## src/rtl/soc_system_pio_poller.sv

```systemverilog
// Periodic Avalon-MM reader of a PIO slave feeding a first-word-fall-through sample FIFO.
// Optional change filter: define SOC_SYSTEM_PIO_POLLER_CHANGE_FILTER_EN to push only changed samples.
//   state    | meaning
//   ST_IDLE  | count enabled cycles until the next read is due
//   ST_ISSUE | drive the one-cycle read strobe
//   ST_WAIT  | readdata valid this cycle; capture and push at its end
module soc_system_pio_poller #(
  parameter int unsigned POLL_DIV   = 1000,
  parameter int unsigned DATA_W     = 19,
  parameter int unsigned FIFO_DEPTH = 4
) (
  input  logic              clk,
  input  logic              reset,
  input  logic              enable,
  output logic [1:0]        m_address,
  output logic              m_read,
  input  logic [31:0]       m_readdata,
  output logic              smp_valid,
  output logic [DATA_W-1:0] smp_data,
  input  logic              smp_ready,
  output logic              overflow,
  input  logic              overflow_clr
);

  localparam int unsigned AW = (FIFO_DEPTH > 1) ? $clog2(FIFO_DEPTH) : 1;
  localparam int unsigned CW = AW + 1;
  localparam logic [15:0]   CNT_TC  = 16'(POLL_DIV - 3);
  localparam logic [CW-1:0] DEPTH_C = CW'(FIFO_DEPTH);

  generate
    if (POLL_DIV < 3 || POLL_DIV > 65535) begin : g_bad_div
      $error("POLL_DIV must be within 3..65535");
    end
    if (FIFO_DEPTH < 2 || FIFO_DEPTH > 16 || (FIFO_DEPTH & (FIFO_DEPTH - 1)) != 0) begin : g_bad_depth
      $error("FIFO_DEPTH must be a power of two within 2..16");
    end
    if (DATA_W < 1 || DATA_W > 32) begin : g_bad_width
      $error("DATA_W must be within 1..32");
    end
  endgenerate

  typedef enum logic [1:0] {
    ST_IDLE  = 2'd0,
    ST_ISSUE = 2'd1,
    ST_WAIT  = 2'd2
  } state_t;

  state_t      state, state_nx;
  logic [15:0] cnt, cnt_nx;
  logic        capture;

  always_ff @(posedge clk) begin
    if (reset) begin
      state <= ST_IDLE;
      cnt   <= '0;
    end else begin
      state <= state_nx;
      cnt   <= cnt_nx;
    end
  end

  // IDLE spends POLL_DIV-2 enabled cycles, so ISSUE+WAIT close the POLL_DIV period.
  always_comb begin
    state_nx = state;
    cnt_nx   = cnt;
    m_read   = 1'b0;
    capture  = 1'b0;
    case (state)
      ST_IDLE: begin
        if (!enable) begin
          cnt_nx = '0;
        end else if (cnt == CNT_TC) begin
          state_nx = ST_ISSUE;
          cnt_nx   = '0;
        end else begin
          cnt_nx = cnt + 16'd1;
        end
      end
      ST_ISSUE: begin
        m_read   = 1'b1;
        state_nx = ST_WAIT;
      end
      ST_WAIT: begin
        capture  = 1'b1;
        state_nx = ST_IDLE;
      end
      default: begin
        state_nx = ST_IDLE;
        cnt_nx   = '0;
      end
    endcase
  end

  assign m_address = 2'b00;

  logic [DATA_W-1:0] sample;
  logic              push;

  assign sample = m_readdata[DATA_W-1:0];

  generate
    if (DATA_W < 32) begin : g_unused_hi
      logic unused_hi;
      assign unused_hi = ^m_readdata[31:DATA_W];
    end
  endgenerate

`ifdef SOC_SYSTEM_PIO_POLLER_CHANGE_FILTER_EN
  logic [DATA_W-1:0] ref_data;
  logic              ref_valid;

  // Reference tracks every capture, including ones the FIFO drops.
  always_ff @(posedge clk) begin
    if (reset) begin
      ref_data  <= '0;
      ref_valid <= 1'b0;
    end else if (capture) begin
      ref_data  <= sample;
      ref_valid <= 1'b1;
    end
  end

  assign push = capture && (!ref_valid || (sample != ref_data));
`else
  assign push = capture;
`endif

  logic [DATA_W-1:0] mem [FIFO_DEPTH];
  logic [AW-1:0]     wr_ptr, rd_ptr;
  logic [CW-1:0]     count;
  logic              full, empty, pop, wr_en, drop;

  assign full  = (count == DEPTH_C);
  assign empty = (count == '0);
  assign pop   = !empty && smp_ready;
  assign wr_en = push && (!full || pop);
  assign drop  = push && full && !pop;

  always_ff @(posedge clk) begin
    if (reset) begin
      wr_ptr   <= '0;
      rd_ptr   <= '0;
      count    <= '0;
      overflow <= 1'b0;
    end else begin
      if (wr_en) wr_ptr <= wr_ptr + AW'(1);
      if (pop)   rd_ptr <= rd_ptr + AW'(1);
      case ({wr_en, pop})
        2'b10:   count <= count + CW'(1);
        2'b01:   count <= count - CW'(1);
        default: count <= count;
      endcase
      if (drop) begin
        overflow <= 1'b1;
      end else if (overflow_clr) begin
        overflow <= 1'b0;
      end
    end
  end

  always_ff @(posedge clk) begin
    if (wr_en) mem[wr_ptr] <= sample;
  end

  // Head is forced to zero when empty so the output is defined straight out of reset.
  assign smp_valid = !empty;
  assign smp_data  = empty ? '0 : mem[rd_ptr];

endmodule

```

## config.mk

```make
export PLATFORM = sky130hd
export DESIGN_NAME = soc_system_pio_poller
export DESIGN_NICKNAME = d
export VERILOG_FILES = /design/src/rtl/soc_system_pio_poller.sv
export SDC_FILE = /design/constraint.sdc
export NUM_CORES = 1
export LEC_CHECK = 0
export ABC_AREA = 0
export BUFFER_PORTS_ARGS = -buffer_cell sky130_fd_sc_hd__buf_2
export CORE_MARGIN = 4
export CORE_UTILIZATION = 51
export DETAILED_ROUTE_END_ITERATION = 12
export PLACE_DENSITY = 0.75
export SETUP_SLACK_MARGIN = 0.3
export SLEW_MARGIN = 20
export SYNTH_ARGS = -nofsm -noshare
export SYNTH_HDL_FRONTEND = slang
export SYNTH_SLANG_ARGS = --single-unit
export TNS_END_PERCENT = 1
```

## constraint.sdc

```tcl
create_clock -name clk -period 2.4 [get_ports clk]
set_input_delay 0.48 -clock clk [delete_from_list [all_inputs] [get_ports clk]]
set_output_delay 0.48 -clock clk [all_outputs]
set_load 0.02 [all_outputs]
```

# [Word level (Yosys, flattened, before mapping)]
# Memories as Yosys holds them, arrays and structs flattened. A register that Yosys moved wholly into a read port is not among the register bits.
# Index checks and enable logic that the tools add are counted.
[op_classes] eq_ne=8 mux=16 add_sub_neg=5 n_reduce_logical=14
[op_table] op="16-bit two-way mux" n=2
[op_table] op="16-bit case mux with 2 select lines" n=1
[op_table] op="19-bit two-way mux" n=1
[op_table] op="16-bit by 1-bit adder with 16-bit output (second input constant)" n=1
[op_table] op="16-bit by 10-bit == test with 1-bit output (second input constant)" n=1
[op_table] op="2-bit two-way mux" n=4
[op_table] op="1-bit two-way mux" n=6
[op_table] op="3-bit case mux with 2 select lines" n=1
[op_table] op="2-bit by 1-bit adder with 2-bit output (second input constant)" n=2
[op_table] op="2-bit by 1-bit == test with 1-bit output (second input constant)" n=2
[op_table] op="2-bit == test (second input constant)" n=2
[op_table] op="1-bit logical AND" n=4
[op_table] op="2-bit != test (second input constant)" n=2
[op_table] op="2-bit case mux with 2 select lines" n=1
[op_table] op="2-bit nonzero test" n=2
[op_table] op="3-bit by 1-bit adder with 3-bit output (second input constant)" n=1
[op_table] op="3-bit == test (second input constant)" n=1
[op_table] op="1-bit logical NOT" n=3
[op_table] op="3-bit logical NOT" n=1
[op_table] op="3-bit by 1-bit subtractor with 3-bit output (second input constant)" n=1
[op_table] op="2-bit logical NOT" n=1
[op_table] op="2-bit AND reduction" n=1
[op_table] op="2-bit OR reduction" n=1
[op_table] op="1-bit logical OR" n=1
[word_totals] register_bits=26 input_bits=37 wordCells=50 mem_bits_rw=76 mem_count=1 output_inout_bits=24
[memory_table] name="mem" depth=4 word_bits=19 rd=1 rd_ports_with_merged_regs=1 wr=1 line_no="128" text="logic [DATA_W-1:0] mem [FIFO_DEPTH];"

# [Logic depth before layout (Yosys ltp)]
# Gate-level depths: netlist of the first run.
[logic_depth] ltp_word=7 mapped_depth=9 ltp_nobuf=8

# [Least setup slack after synthesis of the first run]
# Ideal clock, no wire load.
[synth_timing] path_kind="input -> register" start="input smp_ready" end="register count[2]" path_slack_ns=0.091 n_path_buf=1 required_time_ns=2.268 arrival_ns=2.177 setup_time_ns=0.132 stages=7 cell_sequence="clkbuf_1 > nand2_1 > or2_2 > fa_1 > or3b_2 > a31oi_1 > a21oi_1"
[synth_between] elab_chain_len=5 elab_cells_between_ends=7 classes_between="2 x eq/ne; 1 x mux; 4 x reduce/logical"
[synth_rtl] item="start, declared" line_no="20" text="input logic smp_ready,"
[synth_rtl] item="1-bit logical AND (*)" line_no="135" text="assign pop = !empty && smp_ready;"
[synth_rtl] item="1-bit logical OR" line_no="136" text="assign wr_en = push && (!full || pop);"
[synth_rtl] item="1-bit logical AND" line_no="136"
[synth_rtl] item="2-bit by 1-bit == test with 1-bit output / 2-bit == test (equally long branches)" line_no="148" text="case ({wr_en, pop})"
[synth_rtl] item="3-bit case mux with 2 select lines / 2-bit nonzero test (equally long branches)"
[synth_rtl] item="end signal, assigned" line_no="149" text="2'b10: count <= count + CW'(1);"
[synth_rtl] item="end signal, assigned" line_no="150" text="2'b01: count <= count - CW'(1);"
[synth_rtl] item="end signal, assigned" line_no="151" text="default: count <= count;"
[synth_rtl] item="end, declared" line_no="130" text="logic [CW-1:0] count;"
# Mark *: on every way between the ends. The rest lies on a longest branch, timed or not.
# A chain may end at the register's enable or synchronous reset.

==> results of run 1 <==
[metal layers]
layer  routed length [um]  share of wire, %  GRT usage, %  vias to the layer above
li1                     -                 -             -                     1178
met1                 3210                42          20.9                     1188
met2                 3980                52          26.7                       68
met3                  431               5.6          3.74                        8
met4                   97               1.3          5.70                        0
met5                    0                 0             0                        -
[where the power goes]
part	internal (uW)	switching, uW	leakage [uW]	total (uW)
Sequential	1920	2.06	0.000909	1920
Clock	600	590	0.000108	1190
Combinational	19.4	34.1	0.000805	53.5
[through the flow]
step / utilization (%) / hold slack, ps
final: 61.9 / 336
after global routing: 61.9 / 313
after CTS: 60.6 / 314
after detailed placement: 57.4 / 483
after global placement: 57.4 / 483
after floorplan: - / 466
[path summary, 6_finish.rpt]
path                               from                     to
setup / recovery               register            smp_data[0]
hold / removal            m_readdata[6]    mem[0][6]$_DFFE_PP_
setup reg to reg  state[0]$_SDFFE_PP0P_  count[2]$_SDFFE_PP0P_
hold reg to reg    cnt[15]$_SDFFE_PP0N_   cnt[15]$_SDFFE_PP0N_
[logic make-up (layout without fill, tap and decap cells)]
kind of cell,after synthesis,after routing,synth area share (%)
flops,104,104,65.0
simple gates,94,94,12.7
buf+inv,24,82,2.69
mux,21,21,10.2
compound gates,18,18,2.83
xor+xnor,17,17,3.40
fa+ha+maj,10,10,3.03
other cells,1,2,0.0857
[worst register-to-register path, stage by stage (launching register included)]
cell,delay (ps)
dfxtp_1,370
inv_1,80
ha_2,260
or2_2,330
fa_2,380
or3b_4,380
a31oi_1,180
a21oi_1,80
[registers in the layout, indices dropped and copies added, names as in the netlist, named ones only]
signal / cells
rd_ptr: 2
count: 3
cnt: 16
overflow: 1
mem: 76
wr_ptr: 2
state: 2
[cell usage after synthesis (all sizes together), types with 3 or more instances]
master and instances:
dfxtp 28, mux4 19, nor2 26, nand2 5
xnor2 7, clkbuf 9, xor2 10, edfxtp 76
and3 3, buf 7, nand3 6, a21oi 7
nand4 5, inv 8, ha 9, nor3 3
and2 23, nor2b 4
[what timing repair did]
action                                  in CTS  in global routing
cloned                                       1                  2
resized for setup                            3                 23
pin swaps                                    0                  0
endpoints found under the setup margin      34                 65
buffers inserted                             0                  0
[area by class of cell]
type / instances / share of cell area [%]
Clock inverter: 7 / 2.02
Timing Repair Buffer: 58 / 8.84
Tap cell: 105 / 2.56
Sequential cell: 104 / 55.4
Clock buffer: 9 / 2.41
Multi-Input combinational cell: 162 / 28.2
Inverter: 8 / 0.584
==> results.md, run 1 <==
- Total power: approximately 3200 uW
- Die area: roughly 10,000 um^2
- Pre-antenna DRT Iters: 4
- Gr usage total: approximately 16%
- Worst EP arrival: 1780 ps
- Crit Path Max Fanout: 5
- Reg2Reg Depth: 7
- Part of the cycle the worst path needs: 94.2%
- Top_reg_cell synth: edfxtp_1
- Final hold viol count: 0
- Total grt overflow: 0
- Unrepaired setup endpoints after global routing: true
- P&R area growth vs syn: 17.5%
- Final min period: between 2000 and 2500 ps
- R2R setup slack: 240 ps
- Detailed placement HPWL: 4930 um
- Register area share after synthesis: 65.0%
- Slew HR: between 60 and 70%
- Top post-synthesis cells by area: edfxtp_1, dfxtp_1, mux4_2
- Data required, critical path: approximately 1900 ps
- Buf+Inv Stages, Crit Path: 2
- Slowest stage delay, CP: 500 ps
- Async SR Flop Fraction: 0%
- Maxcap violations: 0
- Avg Vias per Cell: 5.39
- Hold WC Path Type: input port to register
- Layout Cells excl Fill: around 450
- Post-Layout Inst Area: 5140 um^2
- Synthesized flop and latch total: ~100
- Share of layout cells above drive strength 1: approximately 33%
- Core area: 8300 um^2
- Chip height: 101 um
- H-Tree Depth: 3
- WL per Instance: 17.1 um
- Setup CP Type: register to output pin
- Fin. max-slew vios: 0
- Final Skew: 7.62 ps
- Skew-Pair Late Insertion Delay: 350 ps
- Initial antenna violation count: 0
- Ant. Diodes: 0
- Die X: about 100 um
- Distinct cells, synth: 50
- Power Density: roughly 600 nW/um^2
- Hold Buf Count CTS: 0
- Outcome: complete, no violations
- CTS root buf: clkbuf_8
- CP endpoint kind: output pin
- Num CTS Buffers: 9
- Final setup viols: 0
- FILL cells: 593
- Measured slew at the worst slew-check pin: between 500 and 600 ps
- Reg clk slew, reported paths: about 100 ps
- WP depth: 4
- Routed WL: 7730 um
- Starting DRT DRC Count: 80
- DP Worst Slack: roughly 180 ps
- Slowest CP cell: mux4_2
- Syn_area_per_cell: 15.1 um^2
- DRC Markers: 0
- CTS tree: built
- Worst vdd ir: about 330 uV
- Sink Count: between 100 and 150
- Largest net degree at the start of global routing: 22
- NumNets Final: just under 400
- CTS Buffer Depth: 2
- Number of cells produced by synthesis: a little under 300
- EDFF count, synth: 76
- Most frequent cells in the layout: edfxtp_1, buf_2, dfxtp_1, nor2_1, mux4_2
- Cell Chain, Critical Path: clkbuf_16, mux4_2, and2_4, buf_6
- Std-Cell Rows: 33
- Routed via count: 2,442
- I/O pins: 61
- Global-route wire length before repair: about 12,000 um
- Synth top area share: 52.2%
- GP Congestion: between 0.7 and 0.8
- WHS Path Cells: 1
- Antenna-violating nets left: 0
- Placed Instance Area: between 4000 and 5000 um^2
- CP startpoint kind: register
- Sequential standard cell area: between 2000 and 3000 um^2
- Setup TNS: 0 ps
- Yosys top cell by area: edfxtp_1
- Synthesis Warnings: 0
- Leak Pwr: ~0.0018 uW
- IO buf count: 45
- Final worst setup slack: roughly 140 ps
- Initial Util: ~53%
- CP top delay family: multiplexers
- Leading cell type in the layout, fill and taps excluded: edfxtp_1
- Vias in the first global route: approximately 2,500
- Placed cell count: roughly 430
- Area of the multi-input gates: around 1500 um^2
- Fmax: 442 MHz
- Synth Cell Area: approximately 4400 um^2
No activity file was read; power rests on OpenSTA's default activity.
==> inputs of run 2 (changes only) <==
- CORE_MARGIN: 4 -> not set
- CORE_UTILIZATION: 51 -> 57
- PLACE_DENSITY: 0.75 -> 0.8
- clock period: 2.4 -> 2.2 ns (I/O delays scaled with it)
==> run 2 against run 1 <==
Clock-buffer cell count did not move. Sequential share of layout area fell by 1.6 points. Register-to-register slack got worse by 40 ps. Flip-flop and latch count did not move. Non-clock buffer count rose by 1. Wire length fell by 0.39%. Combinational power rose by 19%. Via count rose by 1.4%. Final area rose by 3.3%. Die area fell by 21%. Core utilization rose by 10 points.
==> results.md, run 2 (synthesized netlist as in run 1, its figures left out) <==
- Sw Share: around 21%
- Reg power frac: roughly two thirds
- Antenna-violating nets left: 0
- Starting DRT DRC Count: 130
- Routed via count: between 2,000 and 2,500
- NetSw: about 660 uW
- Biggest regs: mem: 76 flops, cnt: 16 flops, count: 3 flops
- Reg2Reg Depth: 7
- Chip height: about 90 um
- Crit Path Max Fanout: 5
- Power Density: roughly 600 nW/um^2
- Num CTS Buffers: 9
- Final Skew: approximately 11 ps
- Std-Cell Rows: 31
- Fmax: between 400 and 500 MHz
- Total grt overflow: 0
- Total power: between 3000 and 4000 uW
- CP startpoint kind: register
- Setup CP Type: register to output pin
- CTS tree: built
- Top reg by flops: mem
- Die area: about 8000 um^2
- Pint: approximately 2500 uW
- Ant. Diodes: 0
- Vias in the first global route: approximately 2,500
- Worst vdd ir: 380 uV
- Share of layout cells above drive strength 1: 39.0%
- Pre-antenna DRT Iters: 4
- Initial Util: just under 60%
- NumNets Final: 391
- H-Tree Depth: 3
- Avg Vias per Cell: 5.53
- Maxcap violations: 0
- Combinational power share: 2.0%
- Most frequent cells in the layout: edfxtp_1, nor2_1, buf_2, dfxtp_1
- CTS Buffer Depth: 2
- Part of the cycle the worst path needs: around 100%
- Unrepaired setup endpoints after global routing: true
- DRC Markers: 0
- Cell Chain, Critical Path: clkbuf_16, mux4_2, and2_4, buf_6
- Global-route wire length before repair: ~12,000 um
- Reg2reg end: count[2]$_SDFFE_PP0P_
- Slew HR: 61.3%
- WHS Path Cells: 1
- Worst reg2reg path startpoint: state[0]$_SDFFE_PP0P_
- I/O pins: around 60
- Reg clk slew, reported paths: about 100 ps
- CTS root buf: clkbuf_8
- CP top delay family: multiplexers
- Hold WC Path Type: input port to register
- Final worst setup slack: roughly 2.3 ps
- DP Worst Slack: between 80 and 90 ps
- Data required, critical path: 1760 ps
- Buf+Inv Stages, Crit Path: 2
- Final core utilization: between 70% and 80%
- Clk pwr share: roughly 32%
- Routed WL: a little under 8000 um
- Final hold viol count: 0
- Slowest CP cell: mux4_2
- Core area: about 7300 um^2
- Fin. max-slew vios: 0
- WL per Instance: 17.2 um
- IO buf count: 45
- Initial antenna violation count: 0
- CP endpoint kind: output pin
- Slowest stage delay, CP: roughly 500 ps
- Sink Count: between 100 and 150
- Max reg flops: 76
- Leading cell type in the layout, fill and taps excluded: edfxtp_1
- Gr usage total: between 20% and 30%
- Leak Pwr: ~0.0019 uW
- R2R setup slack: 200 ps
- GP Congestion: between 0.7 and 0.8
- Worst hold path endpoint: mem[0][7]$_DFFE_PP_
- Measured slew at the worst slew-check pin: ~580 ps
- Hold_sp: m_readdata[7]
- Final min period: between 2000 and 2500 ps
- Outcome: complete, no violations
- Detailed placement HPWL: roughly 4700 um
- Worst EP arrival: 1760 ps
- Largest net degree at the start of global routing: 22
- P&R area growth vs syn: 21.3%
- Final setup viols: 0
- Die X: around 90 um
- Skew-Pair Late Insertion Delay: between 300 and 400 ps
## run 2: repair_timing
item	CTS	global route
endpoints found under the hold margin	0	0
endpoints found under the setup margin	25	102
setup buffers	0	0
gates resized for setup	57	20
gates cloned	1	2
hold buffers	0	0
pin swaps	10	23
## run 2: worst reg2reg max path, stage by stage, from the launching register on
cell and delay [ps]:
dfxtp_2 360, inv_2 60, ha_4 190, or2_4 240
fa_2 390, or3b_4 400, a31oi_1 170, a21oi_1 80
## run 2: through the flow
step	instances	hold WS, ps	setup TNS (ps)	cell area [um^2]
after floorplan	290	466	0	4450
after global placement	429	481	0	4830
after detailed placement	429	491	0	4830
after CTS	446	279	-39.6	5190
after global routing	448	278	-269	5310
final	448	287	0	5310
## run 2: cell type report
| type | instances | area, um^2 |
|---|---|---|
| clock buffers | 9 | 124 |
| clock inverters | 7 | 45.0 |
| fillers | 477 | 2020 |
| inverters | 8 | 30.0 |
| multi-input cells | 162 | 1540 |
| flip-flops and latches | 104 | 2850 |
| well taps | 99 | 124 |
| repair buffers | 59 | 594 |
## run 2: how the worst max path moves through the flow
stage,depth (start not counted),endpoint,slack (ps),startpoint
2_1_floorplan,8,count[2]$_SDFFE_PP0P_,230,state[0]$_SDFFE_PP0P_
3_3_place_gp,7,count[2]$_SDFFE_PP0P_,100,smp_ready
3_5_place_dp,7,count[2]$_SDFFE_PP0P_,80,smp_ready
4_1_cts,4,smp_data[5],-20,register
5_1_grt,4,smp_data[6],-50,register
6_report,4,smp_data[10],2,register
## run 2: power groups by stage
stage,Combinational [uW],Sequential (uW),Clock [uW]
after global routing,70.4,2100,1140
after floorplan,26.6,2150,0
after global placement,57.6,2140,0
final,63.9,2100,1030
after CTS,62.1,2100,1050
after detailed placement,61.6,2140,0
## run 2: routing by layer
layer	vias to the layer above	global-route usage [%]	share of wire [%]
met3	11	4.39	3.0
met5	-	0	0
li1	1181	-	-
met1	1230	25.1	41
met4	0	6.93	1.6
met2	54	37.6	55
==> inputs of run 3 (changes only) <==
- ABC_AREA: 0 -> 1
==> run 3 against run 2 <==
Area after synthesis rose by 1.9%. Non-clock buffer count grew 2. Combinational power grew to 26 times the previous value. Final cell count rose by 36%. Die area rose by 1.9%. Maximum frequency grew 7.6%. Critical path depth grew 1. Total power increased by 55%. Setup slack better by 160 ps. Clock-buffer cell count is the same. Register-to-register slack improved by 180 ps.
==> results.md, run 3 <==
- CTS Buffer Depth: 2
- Setup TNS: 0 ps
- Final min period: between 2000 and 2500 ps
- Leak Pwr: a little over 0.002 uW
- Number of cells produced by synthesis: roughly 450
- Pre-antenna DRT Iters: 4
- Chip height: approximately 90 um
- Die X: 90.4 um
- Most frequent cells in the layout: nor2_1, edfxtp_1, inv_1, nand2_1, o21ai_0
- Synthesized flop and latch total: around 100
- Yosys top cell by area: edfxtp_1
- CP startpoint kind: register
- P&R area growth vs syn: 17.0%
- FILL cells: around 530
- DP Worst Slack: between 200 and 300 ps
- Register area share after synthesis: ~64%
- Fmax: a little under 500 MHz
- DRC Markers: 0
- Sink Count: between 100 and 150
- Final Skew: between 7 and 8 ps
- Biggest regs: mem: 76 flops, cnt: 16 flops, count: 3 flops
- CTS tree: built
- Initial antenna violation count: 0
- Avg Vias per Cell: between 5 and 6
- Worst vdd ir: approximately 540 uV
- Maxcap violations: 0
- Final setup viols: 0
- IO buf count: 45
- Layout Cells excl Fill: just over 600
- Share of layout cells above drive strength 1: about a fifth
- Final hold viol count: 0
- Synth top area share: between 50% and 60%
- Power Density: between 900 and 1000 nW/um^2
- Cell Chain, Critical Path: buf_4, clkinv_8, o21ai_0, a21oi_2, buf_4
- Most frequent CP cell: buf_4
- Num CTS Buffers: 9
- Crit Path Max Fanout: 38
- I/O pins: 61
- Die area: 8180 um^2
- CTS root buf: clkbuf_8
- Starting DRT DRC Count: approximately 120
- Skew-Pair Late Insertion Delay: around 360 ps
- Setup CP Type: register to output pin
- Top_reg_cell synth: edfxtp_1
- Gr usage total: 21.6%
- Hold WC Path Type: input port to register
- Final worst setup slack: 158 ps
- Detailed placement HPWL: about 5300 um
- NumNets Final: approximately 550
- Distinct cells, synth: 29
- Top reg by flops: mem
- GP Congestion: 0.796
- Outcome: complete, no violations
- Hold Buf Count CTS: 0
- Largest net degree at the start of global routing: 39
- Cell with the most instances after synthesis: nor2_1
- Slowest CP cell: dfxtp_4
- CP endpoint kind: output pin
- Commonest cells in the netlist: nor2_1, edfxtp_1, o21ai_0
- Placed cell count: 587
- Routed WL: about 8800 um
- Slowest stage delay, CP: approximately 400 ps
- Routed via count: 3,173
- Std-Cell Rows: 31
- Core area: 7410 um^2
- Syn_area_per_cell: 9.95 um^2
- Reg clk slew, reported paths: ~100 ps
- Global-route wire length before repair: 13,700 um
- Data required, critical path: ~1800 ps
- Leading cell type in the layout, fill and taps excluded: nor2_1
- Synth Cell Area: between 4000 and 5000 um^2
- Part of the cycle the worst path needs: a little over 90%
- Unrepaired setup endpoints after global routing: true
- Max reg flops: 76
- Async SR Flop Fraction: 0%
- EDFF count, synth: 76
- Vias in the first global route: roughly 3,000
- Initial Util: 60.2%
- Worst EP arrival: around 1600 ps
- Final core utilization: between 70% and 80%
- Synthesis Warnings: 0
- Total grt overflow: 0
- H-Tree Depth: 3
- Antenna-violating nets left: 0
- Top post-synthesis cells by area: edfxtp_1, dfxtp_1, nor2_1
- WL per Instance: around 14 um
- Fin. max-slew vios: 0
- Ant. Diodes: 0
-- run 3: cell count changes after synthesis, sizes merged, moves of 19 or more --
| cell | previous run | this run |
|---|---|---|
| a21oi | 7 | 32 |
| and2 | 23 | 0 |
| inv | 8 | 46 |
| mux4 | 19 | 0 |
| nand2 | 5 | 40 |
| nor2 | 26 | 123 |
| o21ai | 2 | 44 |
-- run 3: routing by layer --
metal,share of wire [%],global-route usage [%],wire (um)
met4,1.3,6.72,112
met3,3.8,3.11,330
met2,54,40.2,4720
met5,0,0,0
met1,41,25.7,3590
-- run 3: final timing paths --
path	start	slack, ps	end	cells past startpoint
worst max-delay path	register	160	smp_data[13]	5
worst min-delay path	reset	270	overflow$_SDFFE_PP0P_	2
worst max register to register	state[0]$_SDFFE_PP0P_	380	count[2]$_SDFFE_PP0P_	9
worst min register to register	rd_ptr[1]$_SDFFE_PP0P_	470	register	2
-- run 3: through the flow --
step / instance area [um^2] / power [uW] / hold WS [ps]
after global routing: 5220 / 5210 / 266
after CTS: 5080 / 4750 / 263
final: 5220 / 4960 / 270
after detailed placement: 4810 / 3540 / 460
after floorplan: 4460 / 3110 / 436
after global placement: 4810 / 3500 / 447
-- run 3: timing repair --
action                                  4_1_cts  5_1_grt
pin swaps                                     2       10
hold endpoints to repair                      0        0
cloned                                        0        2
endpoints found under the setup margin       19       22
resized for setup                            23       30
setup buffers                                 1        4
-- run 3: logic make-up after synthesis --
family                   count (synthesis)  synth area share, %
AO/OA/AOI/OAI                           79                 9.01
XOR/XNOR                                 3                0.589
adder cells (fa/ha/maj)                 10                 2.98
buffers and inverters                   63                 5.78
flip-flops                             104                 63.8
other                                    1               0.0841
AND/OR/NAND/NOR                        188                 17.8
-- run 3: critical path, delay by kind of cell, from the launching register on --
family | cells | cell delay [ps]
compound gates | 2 | 370
flops | 1 | 400
buf+inv | 3 | 450
-- run 3: report_power, final --
group	internal [uW]	leakage [uW]	total, uW	switching (uW)
Clock	435	0.0000976	1100	667
Sequential	2140	0.000911	2190	45.3
Combinational	641	0.00103	1670	1030
Total	3220	0.00203	4960	1740
-- run 3: final cells by class --
class	count	area [um^2]	area share (%)
tap	99	124	2.38
clock inverter	7	62.6	1.20
inverter	48	198	3.79
timing repair buffer	61	460	8.83
multi-input combinational	282	1400	26.8
clock buffer	9	124	2.38
sequential	104	2850	54.7
